--- src/rtl/sseg_pkg.sv ---
// Shared constants for the seven-segment scan driver: glyph table, blank
// pattern and a polarity helper used by the decoder and the top level.
package sseg_pkg;

    localparam logic [6:0] SEG_BLANK = 7'h00;

    // Active-high {g,f,e,d,c,b,a} glyphs, entry 15 (F) first down to entry 0.
    localparam logic [15:0][6:0] SEG_LUT = {
        7'h71, 7'h79, 7'h5E, 7'h39, 7'h7C, 7'h77, 7'h6F, 7'h7F,
        7'h07, 7'h7D, 7'h6D, 7'h66, 7'h4F, 7'h5B, 7'h06, 7'h3F
    };

    function automatic logic [6:0] seg_polarize(input logic [6:0] seg_ah,
                                                input logic       active_high);
        return active_high ? seg_ah : ~seg_ah;
    endfunction

endpackage

--- src/rtl/sseg_scan_driver_digit_decode.sv ---
// Combinational digit decoder: one 4-bit code to seven pin-level segments,
// with hex/blank control and output polarity applied.
module sseg_digit_decode
    import sseg_pkg::*;
#(
    parameter int SEG_POLARITY = 1
) (
    input  logic [3:0] code,
    input  logic       hex_mode,
    input  logic       blank,
    output logic [6:0] seg
);

    logic [6:0] seg_ah;

    always_comb begin
        seg_ah = SEG_BLANK;
        // Codes above 9 only have a glyph when hex display is enabled.
        if (!blank && (hex_mode || code <= 4'd9)) begin
            seg_ah = SEG_LUT[code];
        end
        seg = seg_polarize(seg_ah, SEG_POLARITY != 0);
    end

endmodule

--- src/rtl/sseg_scan_driver.sv ---
// Multiplexed N-digit seven-segment scan driver with guard time, leading-zero
// blanking and frame-aligned (tear-free) display updates.
module sseg_scan_driver
    import sseg_pkg::*;
#(
    parameter int NUM_DIGITS    = 4,
    parameter int SEG_POLARITY  = 1,
    parameter int DIG_POLARITY  = 0,
    parameter int REFRESH_DIV   = 50000,
    parameter int GUARD_CYCLES  = 2,
    parameter int HEX_MODE      = 0,
    parameter int BLANK_LEADING = 1
) (
    input  logic                    clk,
    input  logic                    rst_n,
    input  logic                    en,
    input  logic                    load,
    input  logic [4*NUM_DIGITS-1:0] digits_in,
    input  logic [NUM_DIGITS-1:0]   dp_in,
    output logic [6:0]              sseg_out,
    output logic                    dp_out,
    output logic [NUM_DIGITS-1:0]   dig_sel,
    output logic                    frame_done
);

    localparam int PW = (REFRESH_DIV > 1) ? $clog2(REFRESH_DIV) : 1;
    localparam int IW = (NUM_DIGITS > 1) ? $clog2(NUM_DIGITS) : 1;
    localparam int DW = 4 * NUM_DIGITS;

    localparam logic [PW-1:0]         PRESC_LAST = PW'(REFRESH_DIV - 1);
    localparam logic [PW-1:0]         GUARD_END  = PW'(GUARD_CYCLES);
    localparam logic [IW-1:0]         IDX_LAST   = IW'(NUM_DIGITS - 1);
    localparam logic                  SEG_AH     = (SEG_POLARITY != 0);
    localparam logic [6:0]            SEG_UNLIT  = seg_polarize(SEG_BLANK, SEG_AH);
    localparam logic [NUM_DIGITS-1:0] DIG_OFF    = (DIG_POLARITY != 0) ? '0 : '1;

    logic [PW-1:0]         presc_q, presc_d;
    logic [IW-1:0]         idx_q, idx_d;
    logic [DW-1:0]         pend_q, pend_d;
    logic [NUM_DIGITS-1:0] pend_dp_q, pend_dp_d;
    logic                  pend_vld_q, pend_vld_d;
    logic [DW-1:0]         disp_q, disp_d;
    logic [NUM_DIGITS-1:0] disp_dp_q, disp_dp_d;
    logic [6:0]            sseg_q, sseg_d;
    logic                  dp_q, dp_d;
    logic [NUM_DIGITS-1:0] dig_sel_q, dig_sel_d;
    logic                  frame_done_q, frame_done_d;

    logic                  slot_end;
    logic                  wrap;
    logic                  zero_above;
    logic [NUM_DIGITS-1:0] lead_blank;
    logic [3:0]            cur_code;
    logic                  cur_dp;
    logic                  cur_blank;
    logic [6:0]            cur_seg;
    logic [NUM_DIGITS-1:0] dig_act;

    assign slot_end = en && (presc_q == PRESC_LAST);
    assign wrap     = slot_end && (idx_q == IDX_LAST);

    // Scan timing: prescaler and digit index, both held at zero while disabled.
    always_comb begin
        presc_d = '0;
        idx_d   = '0;
        if (en) begin
            presc_d = slot_end ? '0 : presc_q + 1'b1;
            idx_d   = idx_q;
            if (slot_end) begin
                idx_d = wrap ? '0 : idx_q + 1'b1;
            end
        end
    end

    // Loads land in pending and move to display only on the frame wrap, so a
    // frame never mixes old and new digits. A load on the wrap goes straight in.
    always_comb begin
        pend_d     = pend_q;
        pend_dp_d  = pend_dp_q;
        pend_vld_d = pend_vld_q;
        disp_d     = disp_q;
        disp_dp_d  = disp_dp_q;
        if (wrap) begin
            if (load) begin
                disp_d    = digits_in;
                disp_dp_d = dp_in;
            end else if (pend_vld_q) begin
                disp_d    = pend_q;
                disp_dp_d = pend_dp_q;
            end
            pend_vld_d = 1'b0;
        end else if (load) begin
            pend_d     = digits_in;
            pend_dp_d  = dp_in;
            pend_vld_d = 1'b1;
        end
    end

    // Leading-blank mask: walk from the MSD down while every code seen is zero.
    always_comb begin
        zero_above = 1'b1;
        lead_blank = '0;
        for (int k = NUM_DIGITS - 1; k >= 0; k--) begin
            zero_above    = zero_above && (disp_q[4*k +: 4] == 4'd0);
            lead_blank[k] = (BLANK_LEADING != 0) && (k != 0) && zero_above;
        end
        cur_code  = '0;
        cur_dp    = 1'b0;
        cur_blank = 1'b0;
        for (int k = 0; k < NUM_DIGITS; k++) begin
            if (idx_q == IW'(k)) begin
                cur_code  = disp_q[4*k +: 4];
                cur_dp    = disp_dp_q[k];
                cur_blank = lead_blank[k];
            end
        end
    end

    sseg_digit_decode #(
        .SEG_POLARITY(SEG_POLARITY)
    ) u_decode (
        .code    (cur_code),
        .hex_mode(HEX_MODE != 0),
        .blank   (cur_blank),
        .seg     (cur_seg)
    );

    // Segments stay valid for the whole slot; only the digit enable honours the guard.
    always_comb begin
        dig_act = '0;
        for (int k = 0; k < NUM_DIGITS; k++) begin
            dig_act[k] = en && (presc_q >= GUARD_END) && (idx_q == IW'(k));
        end
        dig_sel_d    = (DIG_POLARITY != 0) ? dig_act : ~dig_act;
        sseg_d       = en ? cur_seg : SEG_UNLIT;
        dp_d         = (en && cur_dp) ? SEG_AH : ~SEG_AH;
        frame_done_d = wrap;
    end

    always_ff @(posedge clk or negedge rst_n) begin
        if (!rst_n) begin
            presc_q      <= '0;
            idx_q        <= '0;
            pend_q       <= '0;
            pend_dp_q    <= '0;
            pend_vld_q   <= 1'b0;
            disp_q       <= '0;
            disp_dp_q    <= '0;
            sseg_q       <= SEG_UNLIT;
            dp_q         <= ~SEG_AH;
            dig_sel_q    <= DIG_OFF;
            frame_done_q <= 1'b0;
        end else begin
            presc_q      <= presc_d;
            idx_q        <= idx_d;
            pend_q       <= pend_d;
            pend_dp_q    <= pend_dp_d;
            pend_vld_q   <= pend_vld_d;
            disp_q       <= disp_d;
            disp_dp_q    <= disp_dp_d;
            sseg_q       <= sseg_d;
            dp_q         <= dp_d;
            dig_sel_q    <= dig_sel_d;
            frame_done_q <= frame_done_d;
        end
    end

    assign sseg_out   = sseg_q;
    assign dp_out     = dp_q;
    assign dig_sel    = dig_sel_q;
    assign frame_done = frame_done_q;

endmodule

--- config.mk ---
export PLATFORM = sky130hd
export DESIGN_NAME = sseg_scan_driver
export DESIGN_NICKNAME = d
export VERILOG_FILES = /design/src/rtl/sseg_pkg.sv /design/src/rtl/sseg_scan_driver_digit_decode.sv /design/src/rtl/sseg_scan_driver.sv
export SDC_FILE = /design/constraint.sdc
export NUM_CORES = 1
export LEC_CHECK = 0
export ABC_AREA = 1
export ABC_CLOCK_PERIOD_IN_PS = 2800
export CAP_MARGIN = 5
export CORE_MARGIN = 1
export CORE_UTILIZATION = 55
export DETAILED_ROUTE_END_ITERATION = 12
export PLACE_DENSITY = 0.77
export SLEW_MARGIN = 15
export SYNTH_ARGS = -nofsm -noshare
export SYNTH_HDL_FRONTEND = slang
export SYNTH_HIERARCHICAL = 1
export SYNTH_SLANG_ARGS = --single-unit
--- constraint.sdc ---
create_clock -name clk -period 2.8 [get_ports clk]
set_clock_uncertainty 0.1 [all_clocks]
set_input_delay 0.56 -clock clk [delete_from_list [all_inputs] [get_ports clk]]
set_output_delay 0.56 -clock clk [all_outputs]
set_load 0.02 [all_outputs]
; Word-level counts from Yosys, hierarchy flattened
; Memories as Yosys holds them, arrays and structs flattened.
; Index checks and enable logic that the tools add are counted.
[totals]
ramBits = 0
wordCells = 70
inputBits = 24
mem_bits_ro = 112
memories = 1
ff_bits = 72
latchBits = 0
[op_classes]
muxes = 26
n_eq_ne = 5
shift = 0
mul = 0
add_sub_neg = 2
n_div = 0
bitwise = 2
order_cmp = 3
n_reduce_logical = 20
[mem_list]
columns = name, words, word_bits, rd, rd_clocked_by_memory_dff, write_ports, line_no
row1 = (no name shown), 16, 7, 1, 0, 0, sseg_scan_driver_digit_decode.sv:20  ; seg_ah = SEG_LUT[code];
[ops]
columns = operator, count
row1 = $mux 16, 4
row2 = $mux 4, 6
row3 = $mux 7, 3
row4 = $add 16x1->16 const B, 1
row5 = $eq 16x16->1 const B, 1
row6 = $ge 16x2->1 const B, 1
row7 = $logic_not 4->1, 3
row8 = $logic_and 1x1->1, 11
row9 = $mux 1, 10
row10 = $mux 2, 3
row11 = $lt 4x5->1 const B, 1
row12 = $eq 2x2->1 const B, 2
row13 = $le 4x4->1 const B, 1
row14 = $not 4->4, 1
row15 = $reduce_and 2->1, 2
row16 = $reduce_bool 2->1, 2
row17 = $add 2x1->2 const B, 1
row18 = $eq 2x1->1 const B, 1
row19 = $logic_not 2->1, 1
row20 = $ne 2x1->1 const B, 1
row21 = $logic_not 1->1, 1
row22 = $not 1->1, 1

; Depth between registers and ports, before layout
; Gate-level depths: netlist of the first run.
[logic_depth]
word_depth = 10
mapped_depth = 17

; Hierarchy
; The synthesis of the first run kept the hierarchy.
[modules_own_cells]
columns = mod, cells_per_inst, area_each_um2, n_inst
row1 = sseg_scan_driver, 429, 3573.4, 1
row2 = sseg_digit_decode, 60, 314.1, 1

; Least setup slack after synthesis of the first run
; Ideal clock, no wire load.
[synth_timing]
path_kind = flip-flop to flip-flop
start = register idx_q[0]
end = register sseg_q[3] (netlist: sseg_out[3])
setup_ns = 0.114
required_time_ns = 2.586
n_path_buf = 1
slack_ns = 0.491
arrival_ns = 2.095
stages_incl_launch_ff = 16
path_cell_list = dfrtp_1 > ha_1 > inv_1 > clkbuf_1 > o211ai_1 > o21ai_0 > inv_1 > ha_1 > inv_1 > nand2_1 > nand2_1 > nand2_1 > nand2_1 > nor2_1 > nand2_1 > inv_1
[synth_via]
elab_chain_len = 9
[synth_lines]
columns = item, line_no
row1 = start: declaration, sseg_scan_driver.sv:38  ; logic [IW-1:0] idx_q, idx_d;
row2 = start signal: assignment, sseg_scan_driver.sv:155  ; idx_q <= idx_d;
row3 = $logic_not 2->1, sseg_scan_driver.sv:111  ; if (idx_q == IW'(k)) begin
row4 = $mux 4 (3 in a row), sseg_scan_driver.sv:111
row5 = $mux 4 (*), sseg_scan_driver.sv:111
row6 = net cur_code[0], sseg_scan_driver.sv:53  ; logic [3:0] cur_code;
row7 = $mem_v2 16x7 or $le 4x4->1 (tied branches), n/a
row8 = $mux 7 (implied by the code) or $logic_and 1x1->1 (tied branches), "sseg_scan_driver_digit_decode.sv:20, sseg_scan_driver_digit_decode.sv:19"
row9 = $mux 7 (*), sseg_scan_driver_digit_decode.sv:19  ; if (!blank && (hex_mode || code <= 4'd9)) begin
row10 = net cur_seg[3], sseg_scan_driver.sv:56  ; logic [6:0] cur_seg;
row11 = $mux 7 (*), sseg_scan_driver.sv:135  ; sseg_d = en ? cur_seg : SEG_UNLIT;
row12 = net sseg_d[3], sseg_scan_driver.sv:44  ; logic [6:0] sseg_q, sseg_d;
row13 = end signal: assignment, sseg_scan_driver.sv:161  ; sseg_q <= sseg_d;
row14 = end: declaration, sseg_scan_driver.sv:44
; The timed path passes the listed nets; every way through them passes the cells marked *. The select of a mux whose other input is x is not followed.
; A chain may end at the register's enable or synchronous reset.

; Worst setup path after layout of the first run
[layout_timing]
start = register idx_q[1]
end = register sseg_q[4] (netlist: sseg_out[4])
; Same word-level chain as after synthesis.

==> impl_summary.md, run 1 <==
Synth
Sorting the synthesized cells by area gives the leading types as sky130_fd_sc_hd__dfrtp_1 44%, sky130_fd_sc_hd__nand2_1 14%, sky130_fd_sc_hd__nand3_1 8.0%. The per-instance average area after synthesis is 7.95 sq um. Yosys mapped a number of flops with a built-in enable equal to 0. By instance count, the leading cell after synthesis is sky130_fd_sc_hd__nand2_1.

The async set-or-reset flop fraction in the synthesized netlist is 100%. sky130_fd_sc_hd__dfrtp_1 takes more of the synthesized area than any other cell. The combined area of all synthesized cells is roughly 0.004 sq mm. For this run, the number of Yosys warnings is 6.

Summing the sequential cell areas from Yosys gives 46.5% of the chip area. The number of flip-flops and latches in the synthesized netlist is 72. The total nets after synthesis is around 520.

The count of mapped cells out of synthesis is between 400 and 500. The count of different cell masters after synthesis is 30. Ranked by instance count, the synthesized netlist is headed by 150 x sky130_fd_sc_hd__nand2_1, 68 x sky130_fd_sc_hd__dfrtp_1, 62 x sky130_fd_sc_hd__nand3_1.

For this run, the leading register cell type out of synthesis is sky130_fd_sc_hd__dfrtp_1. In this run the biggest area consumer among cell types represents 43.8% of the synthesized area.

Setup path
The destination of the worst register-to-register timing path is sseg_out[4]. The type of destination of the critical path is a register. Setup slack on the worst reg-to-reg path comes out at just under 0.3 ns. The critical path data arrival time is 2.65 ns. The worst register-to-register path begins at idx_q[1]. The kind of launch point of the worst setup path is a register. The critical path data required time is 2.94 ns. The worst setup path is of the reg2reg kind. The cell count of the worst reg-to-reg path is 15.

The peak fanout along the critical path is 6.

Power
The power per cell area is 465 mW/mm^2. The leakage power of the design is 2.25 nW. Across the VDD grid, the largest voltage drop is approximately 320 uV.

CTS
The TritonCTS clock tree is yes. The largest buffer count on any clock path is 2. The tree is rooted in a sky130_fd_sc_hd__clkbuf_8.

The later pin in the worst-skew pair is clocked with a latency of approximately 0.35 ns. In this run, post-CTS hold repair placed 0 buffers. Buffers inserted during clock tree synthesis total 9.

Clock-pin slew was measured on the worst setup and hold paths at 0.08 ns. The H-tree depth is 3. The number of post-CTS setup repair buffers is 0.

Counting every sink on the clock net gives 72. The post-CTS resize count is 0.

Global route
The first global-routing pass estimated 14.1 mm of wire. The number of antenna violations at the first check in global routing is 0. The pin count of the biggest net entering global routing is 73. The number of global-route vias before repair is 3096.

Across every metal layer, demand over resource in global routing totals 24.3%. Global routing finished with a remaining overflow of 0.

Timing
Setup violations remaining at the end of the flow were counted as 0. For the pin with the worst max-slew slack, the measured transition is 0.772 ns. The maximum operating frequency is about 400 MHz. Setup repair after global routing left no endpoint under its margin.

The minimum clock period is 2.51 ns. The number of slew-limit violations in the final report is 0. The post-route worst setup slack is 0.289 ns. The remaining max-slew budget at the tightest pin is between 40% and 50%. The worst path uses 89.7% of the clock period. The accumulated negative setup slack is 0 ns. The final hold violation count came to 0.

Detailed routing
The post-route antenna net violation count is 0. The first-iteration detailed-routing DRC count is around 190. The vias per cell is between 5 and 6. For this run, design rule violations remaining after detail routing come to 0. Summing over every cut layer, the via total after detailed routing is 3246. After detailed routing, the average wire length per cell comes to about 13 um.

The first-pass detailed-route iteration total is 5. The post-detailed-routing wire length is 8.02 mm.

Cells and area
The number of nets in the final layout is 560. The antenna cell count is 0. The area growth from synthesis to layout is 16.5%. The layout has ~600 filler cells.

Measured on the finished design, the core utilization comes to around 67%. The share of post-route cells with drive strength above 1 is 11.9%.

Die
The area of the core is 0.00679 sq mm. The die area is between 0.007 and 0.008 sq mm. The floorplan row count is 30. The die extent in y is 86.1 um. The die span in x is 86.1 um. 37 I/O pins were placed. For this configuration, the core starts out at a cell density of 57.2%.

Placed design
The worst slack after detailed placement is 0.266 ns. The detailed placer's ending HPWL is 5.67 mm. The global placer's final weighted congestion is around 0.84. The number of input and output port buffers inserted is 36.

Min path
The class of the worst hold path is in2async.

Run status
The flow ran to the end, and the final reports show no timing, DRC or antenna violations.

Job
The tool flagged a number of max-cap violations equal to 0.
[per-layer routing]
metal  global-route usage (%)  vias up  wire length [um]
li1                         -     1629                 -
met1                     31.8     1520              3830
met2                     40.5       85              3740
met3                     3.46       12               300
met4                     10.0        0               150
met5                        0        -                 0
[kinds of logic after synthesis]
logic type | synth area share, %
muxes | 5.79
xor gates and xnor gates | 0.225
AOI/OAI and AO/OA | 3.73
adders and majority gates | 3.54
buffers and inverters | 7.63
other | 0.0965
and+or+nand+nor | 32.5
DFF | 46.5
[cell type report]
cell class,instances,area (sq um),area share (%)
Sequential cell,72,1810,39.9
Multi-Input combinational cell,351,1790,39.4
Timing Repair Buffer,44,440,9.72
Inverter,47,179,3.95
Clock buffer,11,141,3.12
Tap cell,96,120,2.65
Clock inverter,5,56.3,1.24
[placed cells by master (no fill, tap or decap), types with 2 or more instances in the layout]
master / netlist / final
sky130_fd_sc_hd__nand2_1: 150 / 150
sky130_fd_sc_hd__dfrtp_1: 68 / 68
sky130_fd_sc_hd__nand3_1: 62 / 62
sky130_fd_sc_hd__nor2_1: 49 / 49
sky130_fd_sc_hd__inv_1: 44 / 44
sky130_fd_sc_hd__clkdlybuf4s50_1: 0 / 35
sky130_fd_sc_hd__mux2_2: 20 / 20
sky130_fd_sc_hd__a21oi_1: 11 / 11
sky130_fd_sc_hd__o21ai_0: 12 / 10
sky130_fd_sc_hd__ha_1: 11 / 10
sky130_fd_sc_hd__clkbuf_8: 0 / 10
sky130_fd_sc_hd__nor3_1: 7 / 7
sky130_fd_sc_hd__buf_4: 0 / 6
sky130_fd_sc_hd__nand2_2: 5 / 5
sky130_fd_sc_hd__nor3b_1: 4 / 4
sky130_fd_sc_hd__nand4_1: 4 / 4
sky130_fd_sc_hd__dfstp_2: 4 / 4
sky130_fd_sc_hd__o211ai_1: 3 / 3
sky130_fd_sc_hd__o21ai_1: 0 / 2
sky130_fd_sc_hd__nor4_1: 2 / 2
sky130_fd_sc_hd__inv_2: 2 / 2
sky130_fd_sc_hd__nor2_4: 2 / 2
sky130_fd_sc_hd__nand3_2: 2 / 2
sky130_fd_sc_hd__or2_0: 2 / 2
sky130_fd_sc_hd__clkinv_2: 0 / 2
sky130_fd_sc_hd__buf_12: 0 / 2
[report_power, final]
part | switching, W | total, W | internal [W]
Clock | 0.000388 | 0.000823 | 0.000434
Combinational | 0.0000961 | 0.000188 | 0.0000919
Sequential | 0.0000184 | 0.00109 | 0.00108
Total | 0.000503 | 0.00210 | 0.00160
[metrics by stage]
stage	hold slack [ns]	cells	total power (W)	instance area (sq um)
after global placement	0.349	610	0.00130	4330
after global routing	0.153	626	0.00219	4530
final	0.112	626	0.00210	4530
after floorplan	0.164	489	0.00121	3890
after detailed placement	0.357	610	0.00130	4330
after CTS	0.134	626	0.00212	4530
[flip-flops by register name (all words and copies together) (netlist names)]
register    cells
dig_sel         4
disp_dp_q       4
disp_q         16
dp_out          1
frame_done      1
idx_q           2
pend_dp_q       4
pend_q         16
pend_vld_q      1
presc_q        16
sseg_out        7
[worst max path at each step]
stage | slack, ns | from | end
after floorplan | 0.49 | idx_q[0] | sseg_out[3]
after global placement | 0.38 | idx_q[0] | sseg_out[4]
after detailed placement | 0.27 | idx_q[0] | sseg_out[4]
after CTS | 0.24 | idx_q[0] | sseg_out[4]
after global routing | 0.002 | idx_q[1] | sseg_out[4]
final | 0.29 | idx_q[1] | sseg_out[4]
[critical path, stage by stage (launching register included)]
cell	delay (ns)
sky130_fd_sc_hd__dfrtp_1	0.37
sky130_fd_sc_hd__inv_1	0.08
sky130_fd_sc_hd__ha_1	0.27
sky130_fd_sc_hd__inv_1	0.18
sky130_fd_sc_hd__nand3_1	0.11
sky130_fd_sc_hd__nand2_1	0.08
sky130_fd_sc_hd__o211ai_1	0.08
sky130_fd_sc_hd__o21ai_1	0.20
sky130_fd_sc_hd__inv_1	0.15
sky130_fd_sc_hd__ha_1	0.27
sky130_fd_sc_hd__nand2_2	0.11
sky130_fd_sc_hd__nand2_1	0.05
sky130_fd_sc_hd__o21ai_0	0.18
sky130_fd_sc_hd__nor2_1	0.06
sky130_fd_sc_hd__nand2_1	0.06
sky130_fd_sc_hd__inv_1	0.04
Note: power is estimated with default switching activity, not from simulation.
==> inputs of run 2 (changes only) <==
--- a/config.mk
+++ b/config.mk
@@ -11,6 +11,7 @@
 export CORE_MARGIN = 1
 export CORE_UTILIZATION = 55
 export DETAILED_ROUTE_END_ITERATION = 12
+export MAX_ROUTING_LAYER = met4
 export PLACE_DENSITY = 0.77
 export SLEW_MARGIN = 15
 export SYNTH_ARGS = -nofsm -noshare
==> run 2 against run 1 <==
Compared with the run above:
- worst setup slack worse by 0.020 ns
- utilization up 0.15 points
- power up 0.93%
- sequential share of layout area down 0.088 points
- flip-flop and latch count unchanged
- critical path type unchanged
- clock power up 2.7%
- first-iteration DRC count down 31%
==> impl_summary.md, run 2 (synthesized netlist as in run 1, its figures left out) <==
Placed design
During placement, the flow inserted port buffers numbering 36. Routability-driven placement finished with a final weighted congestion of 0.877. The detailed placer's ending HPWL is 5.72 mm.

The placed cell count is 610.

Timing
The transition time at the pin with the least slew margin is 0.798 ns. The number of slew-limit violations in the final report came to 0. The accumulated negative setup slack is 0 ns. The fraction of the cycle the final worst path needs is 90.4%. The final hold violation count is 0. Setup repair after global routing left no endpoint under its margin. The minimum clock period is roughly 2.5 ns. The total setup violations reported at the end of the flow is 0. The maximum operating frequency is about 400 MHz. Headroom to the max-slew limit came out at around 46%.

Cells and area
The share of post-route cells with drive strength above 1 is 12.1%. At the end of the flow, the number of nets in the layout was 560. The most common library cell in the layout ignoring fill and taps is sky130_fd_sc_hd__nand2_1.

The number of antenna diodes in the final layout is 0. The area growth from synthesis to layout is 16.8%. The largest registers in the layout are disp_q (16), pend_q (16), presc_q (16).

The final non-filler cell total is 626. For this run, the share of the core covered by cells in the final layout is about 67%. In the layout the commonest cells are 150 x sky130_fd_sc_hd__nand2_1, 68 x sky130_fd_sc_hd__dfrtp_1, 62 x sky130_fd_sc_hd__nand3_1.

Setup path
STA puts the critical path data arrival time at 2.66 ns. The worst setup path is launched from a register. The worst setup path is captured at a register. The startpoint identified for the worst register-to-register timing path is idx_q[1]. The critical path data required time is 2.93 ns. The capturing instance or port of the critical path is sseg_out[4]. The peak fanout along the critical path is 6. The register-to-register path setup slack is 0.27 ns. The worst setup path is of the reg2reg kind. For the worst flop-to-flop path, the logic depth is 15.

The worst register-to-register path ends at sseg_out[4]. In this run the worst setup path begins at idx_q[1].

Global route
The number of antenna violations at the first check in global routing was 0. The pin count of the biggest net entering global routing is 50. The number of global-route vias before repair came to 3208. The first global-routing pass estimated 14.4 mm of wire.

Global routing used 25.2% of the available tracks across all layers. The remaining global-route overflow is 0.

CTS
In this run the number of H-tree levels came out at 3. The TritonCTS clock tree is yes. CTS saw 72 sinks.

The clock passes through at most 2 buffers. At the later pin of the worst-skew pair, clock insertion delay measures 0.34 ns. After clock tree synthesis, the clock-pin slew on the worst setup and hold paths is about 0.08 ns.

The hold buffer count at CTS is 0. The clock root buffer is sky130_fd_sc_hd__clkbuf_8. Clock tree synthesis inserted a total of 9 buffers.

Min path
The min-delay analysis places its worst path in the category in2async.

Die
In this run the count of I/O pins placed on the die edge is 37. The die is about 86 um tall. The floorplan has 30 rows. The initial core utilization is 57.2%. The floorplan step defined a die boundary enclosing 0.00741 sq mm. The die span in x is 86.1 um.

The area of the core is 0.00679 sq mm.

Power
VDD sags by at most around 330 uV. The analysis attributes to cell leakage a power of approximately 2.3 nW. The power per cell area is 468 mW/mm^2.

Detailed routing
The number of remaining DRC errors is 0. The post-route antenna net violation count is 0. The post-detailed-routing wire length is 7.93 mm. For this block, the initial DRC count from the detailed router was 131. Across all layers, the routed design uses about 3.2k vias. Dividing the detail-routed wire length by the instance count gives 12.7 um. The first detailed-routing pass ran for 4 iterations. Using the TritonRoute via totals, the vias-per-cell ratio works out to slightly above 5.

Run status
The flow ran to the end, and the final reports show no timing, DRC or antenna violations.

Job
Across the run, the number of max-cap violations was 0.
run 2: cell type report:
| cell class | count | area (sq um) |
|---|---|---|
| sequential | 72 | 1810 |
| fill | 588 | 2250 |
| clock inverter | 5 | 55.1 |
| multi-input combinational | 351 | 1790 |
| tap | 96 | 120 |
| clock buffer | 11 | 151 |
| inverter | 47 | 179 |
| timing repair buffer | 44 | 440 |
run 2: critical path: stages, from the launching register on:
cell and delay (ns):
sky130_fd_sc_hd__dfrtp_1 0.37, sky130_fd_sc_hd__inv_1 0.08, sky130_fd_sc_hd__ha_1 0.27, sky130_fd_sc_hd__inv_1 0.17, sky130_fd_sc_hd__nand3_1 0.09, sky130_fd_sc_hd__nand2_1 0.08, sky130_fd_sc_hd__o211ai_1 0.08, sky130_fd_sc_hd__o21ai_0 0.22
sky130_fd_sc_hd__inv_1 0.18, sky130_fd_sc_hd__ha_1 0.29, sky130_fd_sc_hd__nand2_2 0.11, sky130_fd_sc_hd__nand2_1 0.05, sky130_fd_sc_hd__o21ai_0 0.17, sky130_fd_sc_hd__nor2_1 0.06, sky130_fd_sc_hd__nand2_1 0.06, sky130_fd_sc_hd__inv_1 0.04
run 2: stage by stage:
stage                     hold slack, ns  total power (W)  worst slack, ns  cell area, sq um
after floorplan                    0.164          0.00121            0.491              3890
after detailed placement           0.355          0.00130            0.243              4330
final                             0.0821          0.00212            0.268              4540
after global placement             0.350          0.00130            0.359              4330
after CTS                         0.0910          0.00214            0.215              4540
after global routing               0.131          0.00222           0.0177              4540
run 2: timing repair:
item | 4_1_cts | 5_1_grt
setup buffers | 0 | 0
endpoints found under the setup margin | 0 | 7
gates resized for setup | 0 | 2
run 2: routing by layer:
metal | up-vias | track usage [%] | routed length [um]
li1 | 1638 | - | -
met1 | 1496 | 32.2 | 3710
met2 | 80 | 40.4 | 3780
met3 | 17 | 3.27 | 272
met4 | 0 | 10.8 | 166
met5 | - | - | 0
run 2: power breakdown:
group	total [W]	internal, W	switching [W]	leakage [nW]
clock	0.000845	0.000457	0.000388	0.101
combinational	0.000185	0.0000916	0.0000939	1.22
sequential	0.00109	0.00108	0.0000182	0.935
run 2: worst min-delay path by stage:
stage	endpoint	cells after the start	slack [ns]
2_1_floorplan	disp_dp_q[0]	0	0.16
3_3_place_gp	pend_q[7]	2	0.35
3_5_place_dp	pend_q[14]	2	0.36
4_1_cts	presc_q[9]	1	0.09
5_1_grt	presc_q[6]	1	0.13
6_report	presc_q[12]	1	0.08
==> inputs of run 3 (changes only) <==
--- a/config.mk
+++ b/config.mk
@@ -9,10 +9,9 @@
 export ABC_CLOCK_PERIOD_IN_PS = 2800
 export CAP_MARGIN = 5
 export CORE_MARGIN = 1
-export CORE_UTILIZATION = 55
+export CORE_UTILIZATION = 24
 export DETAILED_ROUTE_END_ITERATION = 12
 export MAX_ROUTING_LAYER = met4
-export PLACE_DENSITY = 0.77
 export SLEW_MARGIN = 15
 export SYNTH_ARGS = -nofsm -noshare
 export SYNTH_HDL_FRONTEND = slang
==> run 3 against run 2 <==
Compared with the run above:
- first-iteration DRC count grew 16%
- utilization down 37 points
- global-route usage decreased by 13 points
- die area is 130% higher
- worst hold slack improved by 0.16 ns
- fmax increased by 0.46%
- worst setup slack gained 0.011 ns
- non-clock buffer count decreased by 1
- combinational power hardly changed
- critical path depth shrank 4
- routed wire length up 7.9%
- via count decreased by 3.4%
==> impl_summary.md, run 3 (synthesized netlist as in run 1, its figures left out) <==
Global route
Summed over all layers, the global routing overflow is 0. The global-route wire length before repair is ~15 mm. The pin count of the biggest net entering global routing is between 70 and 80.

Global routing consumed, over all layers together, 11.8% of the routing resources. The number of antenna violations at the first check in global routing was 0. The number of global-route vias before repair is 2975.

Timing
The transition time at the pin with the least slew margin is 0.912 ns. Based on the critical path, the design can be clocked at up to roughly 400 MHz. Measured against its own limit, the worst slew margin works out to 39.2%. Setup repair after global routing left no endpoint under its margin. The number of slew-limit violations in the final report is 0. The worst path uses 90.0% of the clock period.

The final hold violation count is 0. The total setup violations reported at the end of the flow is 0. Summed over all failing endpoints, the final setup total negative slack is 0 ns. After layout, the minimum clock period comes to 2.52 ns.

Die
37 I/O pins were placed. The area of the core is 0.0158 sq mm. The die span in x is 129 um. The initialized floorplan defines 46 standard-cell rows. For this configuration, the core starts out at a cell density of 24.6%.

The die is ~130 um tall. The die covers 0.0167 sq mm.

Detailed routing
The first-pass detailed-route iteration total is 4. Summed over all nets, wire length on met3 after detailed routing comes to 354 um. After detailed routing, the met2 layer carries 3.73 mm of wire. In this run the remaining antenna-violating nets after routing total 0. The detailed router finished its first iteration with roughly 150 violations. In the routed design, unresolved DRC markers number 0. The detailed-route wire length per cell is 11.5 um. The highest metal layer with signal wires is met4. The vias per cell is 4.20. In the final routing, the length of wire on met1 measures 4.32 mm. Summed over all layers, the routed wires come to 8.56 mm. The detailed-route via count is 3120.

Run status
The run finished with clean final reports.

Min path
The path class of the tightest hold or removal check is in2async.

CTS
In this run the post-CTS setup repair buffer count came out at 0. The hold buffer count at CTS is 0. The latest clock arrival within the worst-skew pair is 0.34 ns.

The clock root buffer is sky130_fd_sc_hd__clkbuf_16. For this design, the sink count on the clock tree is 72. TritonCTS built the clock tree. The largest buffer count on any clock path is 2.

The clock transition at the registers of the reported paths is 0.05 ns. The number of buffers inserted during clock tree synthesis is 9. The H-tree was split into 3 levels.

Placed design
The count of buffers added on input and output ports is 36. The global placer's final weighted congestion is 0.827. The detailed placer's ending HPWL is 5.99 mm.

Setup path
STA classifies the critical path endpoint as a register. In this run the worst path has a maximum fanout of 11. The critical path start-end classification is reg2reg. STA puts the critical path data arrival time at 2.65 ns.

The critical path data required time is just under 3 ns. The worst setup path is launched from a register.

Cells and area
The final standard cell utilization of the core is a little under a third. In the final layout, flip-flops and latches occupy approximately 0.0018 sq mm. The largest registers in the layout are disp_q (16), pend_q (16), presc_q (16).

In the final layout, the multi-input gates occupy 0.00178 sq mm. The library cells used most frequently in the layout, excluding fill and tap cells, are 150 x sky130_fd_sc_hd__nand2_1, 68 x sky130_fd_sc_hd__dfrtp_1, 62 x sky130_fd_sc_hd__nand3_1. The area growth from synthesis to layout is 22.6%. For this run, the post-layout net count is approximately 560. The antenna cell count is 0.

The fill cell total of the finished layout is approximately 1.7k. Of the cells placed in the final design, the portion with a size suffix greater than 1 is 11.0%. The most common library cell in the layout ignoring fill and taps is sky130_fd_sc_hd__nand2_1.

Power
The leakage power of the design is 2.29 nW. Across the VDD grid, the largest voltage drop is approximately 340 uV. The power per cell area is 516 mW/mm^2.

Job
The tool flagged a number of max-cap violations equal to 0.
## run 3: changes by cell type in the layout (fill, tap and decap cells not counted), sizes merged
cell      change
clkinvlp      -2
buf           -1
bufinv        +1
clkinv        -1
## run 3: final timing paths
| check | startpoint | end | slack [ns] | cells past startpoint |
|---|---|---|---|---|
| worst min register to register | pend_q[8] | pend_q[8] | 0.37 | 2 |
| worst min-delay path | rst_n | pend_q[13] | 0.25 | 1 |
| worst max-delay path | idx_q[0] | sseg_out[4] | 0.28 | 11 |
| max in group asynchronous | rst_n | sseg_out[0] | 1.74 | 1 |
| min in group clk | pend_q[8] | pend_q[8] | 0.37 | 2 |
| worst max register to register | idx_q[0] | sseg_out[4] | 0.28 | 11 |
## run 3: cell type report
| cell class | count | area share (%) |
|---|---|---|
| clock inverters | 3 | 1.44 |
| repair buffers | 43 | 8.88 |
| multi-input cells | 351 | 37.4 |
| flip-flops and latches | 72 | 37.9 |
| clock buffers | 11 | 4.88 |
| well taps | 216 | 5.67 |
| inverters | 47 | 3.76 |
## run 3: report_power, final
part | total (W) | leakage [nW] | switching (W) | internal [W]
clock network | 0.00118 | 0.146 | 0.000410 | 0.000771
registers | 0.00109 | 0.935 | 0.0000170 | 0.00108
logic | 0.000185 | 1.21 | 0.0000960 | 0.0000891
## run 3: through the flow
step / setup WS (ns) / area [sq um] / hold WS [ns] / instances / power [W]
6_report: 0.280 / 4760 / 0.247 / 743 / 0.00246
4_1_cts: 0.169 / 4760 / 0.300 / 743 / 0.00249
3_5_place_dp: 0.195 / 4460 / 0.354 / 729 / 0.00130
2_1_floorplan: 0.491 / 3890 / 0.164 / 489 / 0.00121
3_3_place_gp: 0.245 / 4460 / 0.350 / 729 / 0.00130
5_1_grt: 0.00656 / 4760 / 0.350 / 743 / 0.00256
## run 3: per-layer routing
layer  vias up  track usage [%]
met4         0             4.64
met1      1414             16.1
li1       1634                -
met5         -                -
met2        58             16.5
met3        14             2.73
## run 3: worst max-delay path, stage by stage (launching register included)
cell	delay (ns)
sky130_fd_sc_hd__dfrtp_1	0.38
sky130_fd_sc_hd__ha_1	0.31
sky130_fd_sc_hd__inv_1	0.22
sky130_fd_sc_hd__o21ai_0	0.45
sky130_fd_sc_hd__inv_1	0.18
sky130_fd_sc_hd__ha_1	0.28
sky130_fd_sc_hd__nand2_2	0.11
sky130_fd_sc_hd__nand2_1	0.05
sky130_fd_sc_hd__o21ai_0	0.19
sky130_fd_sc_hd__nor2_1	0.06
sky130_fd_sc_hd__nand2_1	0.06
sky130_fd_sc_hd__inv_1	0.03
## run 3: what timing repair did
item,CTS,global route
endpoints found under the hold margin,0,0
resized for setup,0,1
setup endpoints to repair,0,6
==> edit, RTL diff (flow settings as in run 3) <==
`NUM_DIGITS`: 4 -> 2.
--- a/src/rtl/sseg_scan_driver.sv
+++ b/src/rtl/sseg_scan_driver.sv
@@ -3,7 +3,7 @@
 module sseg_scan_driver
     import sseg_pkg::*;
 #(
-    parameter int NUM_DIGITS    = 4,
+    parameter int NUM_DIGITS    = 2,
     parameter int SEG_POLARITY  = 1,
     parameter int DIG_POLARITY  = 0,
     parameter int REFRESH_DIV   = 50000,
Interface: changed (resized dig_sel, digits_in and dp_in); port bits go from 37 to 25. The function was not compared with the original's and may differ.
==> edit against run 3 <==
Routed wire length is 35% lower; sequential power is 32% lower; synthesized cell count is 28% lower; sequential share of layout area is 0.24 points lower; design area is 32% lower; power is 37% lower; fmax is 17% higher; worst hold slack worse by 0.15 ns; sequential cell count is 23 lower; area after synthesis is 30% lower; worst setup slack better by 0.37 ns; die area is 30% lower; highest routed layer unchanged.
==> edit: results (changes against run 3) <==
[cells_and_area]
top_regs = presc_q (16), disp_q (8), pend_q (8)
diodes = 0  ; unchanged
layout-drive-gt1-share_pct = 13.76  ; +2.8 points
nNetsFinal = 398  ; -29%

[detailed_routing]
via_count = 2209  ; -29%
dr.pass1.iters = 4  ; unchanged
vias_per_cell = 4.264  ; +1.6%
wl_per_cell_um = 10.76  ; -6.5%
drt-initial-drc-count = 98  ; -36%

[cts]
cts_buffers = 5  ; -4
cts_resized = 0  ; unchanged
cts_setup_buffers = 0  ; unchanged
cts-root-buf = clkbuf_16
clk_pin_slew_ns = 0.07  ; +0.02 ns
clock_path_buffers = 2  ; unchanged
h-tree-depth = 2  ; -1
insertion_delay_ns = 0.28  ; -0.06 ns

[placement]
detailed_place_hpwl_um = 4093  ; -32%
place_inst = 510  ; -30%
gp_congestion = 0.8101  ; -2.1%
preCtsSetupSlack_ns = 0.6030  ; +0.4076 ns
placed_area_mm2 = 0.003089  ; -31%
port-buffer-count = 24  ; -33%

[synthesis]
yosys_warnings = 6  ; unchanged
synth_cell_types = 32  ; +6.7%
synth_fp_nets = 372  ; -29%
synth-seq-area-share_pct = 45.38  ; -1.1 points
synth_area_leaders = dfrtp_1 43%, nand2_1 15%, nor2_1 7.1%, nand3_1 6.8%, inv_1 4.3%
async_flop_share_pct = 100.0  ; unchanged
yosys-top-cells-count = 106 x nand2_1, 51 x nor2_1, 47 x dfrtp_1, 37 x nand3_1, 31 x inv_1
synth_cells = 351  ; -28%

[power_and_ir_drop]
irDropWorstVdd_uv = 355.4  ; +5.4%
power_leakage_nw = 1.560  ; -32%

[global_route]
grt_use_total_pct = 10.92  ; -0.83 points
grt_pass1_vias = 2087  ; -30%
grt_max_degree = 33  ; -55%
antenna_found_initial = 0  ; unchanged
grt_pass1_wl_um = 9908  ; -33%

[timing]
drv_slew = 0  ; unchanged
period_minus_slack_ns = 2.148  ; -0.3717 ns
hold_slack_ns = 0.09427  ; -0.1525 ns

[critical_path]
cp.arrival_ns = 2.22  ; -0.43 ns
worst_r2r_path_depth = 11  ; unchanged
critPathTopFamily = simple AND/OR/NAND/NOR gates
startpoint = idx_q
max_stage_delay_ns = 0.49  ; +0.04 ns
critPathMaxFanout = 11  ; unchanged
cp.depth = 11  ; unchanged
rrSetupSlack_ns = 0.65  ; +0.37 ns
crit_slowest_cell = dfrtp_1

[status]
outcome = complete, no violations

[hold_path]
hold_path_class = input port to async pin

-- edit: cell count changes after synthesis, sizes merged, moves of 10 or more --
| cell | delta |
|---|---|
| dfrtp | -21 |
| inv | -11 |
| mux2 | -10 |
| nand2 | -41 |
| nand3 | -25 |
-- edit: per-layer routing --
| metal | global-route usage, % | vias to the layer above | part of all wire [%] |
|---|---|---|---|
| met5 | - | - | 0 |
| met4 | 1.859 | 0 | 0.39 |
| met3 | 2.411 | 2 | 3.7 |
| met2 | 16.47 | 40 | 43 |
| met1 | 15.11 | 1020 | 53 |
| li1 | - | 1147 | - |
-- edit: where the power goes --
| part | switching (mW) | internal [mW] |
|---|---|---|
| Sequential | 0.0114 | 0.731 |
| Clock | 0.262 | 0.423 |
| Combinational | 0.0670 | 0.0557 |
-- edit: final cells by class --
| class | instances | area (um^2) |
|---|---|---|
| repair buffers | 27 | 257.7 |
| clock buffers | 5 | 125.1 |
| inverters | 37 | 141.4 |
| flip-flops and latches | 49 | 1229 |
| well taps | 140 | 175.2 |
| multi-input cells | 257 | 1286 |
| fillers | 1176 | 7675 |
| clock inverters | 3 | 46.29 |
-- edit: worst paths after layout --
| kind | end |
|---|---|
| setup reg to reg | sseg_out[4] |
| setup / recovery | sseg_out[4] |
| min in group clk | pend_q[4] |
| max in group asynchronous | pend_vld_q |
| hold reg to reg | pend_q[4] |
| hold / removal | presc_q[9] |
-- edit: kinds of logic after synthesis --
kind of cell    share of synthesized area (%)
simple gates                            37.80
flops                                   45.38
buf+inv                                 7.116
compound gates                          1.848
mux                                     4.159
fa+ha+maj                               3.235
other cells                            0.1385
xor+xnor                               0.3235
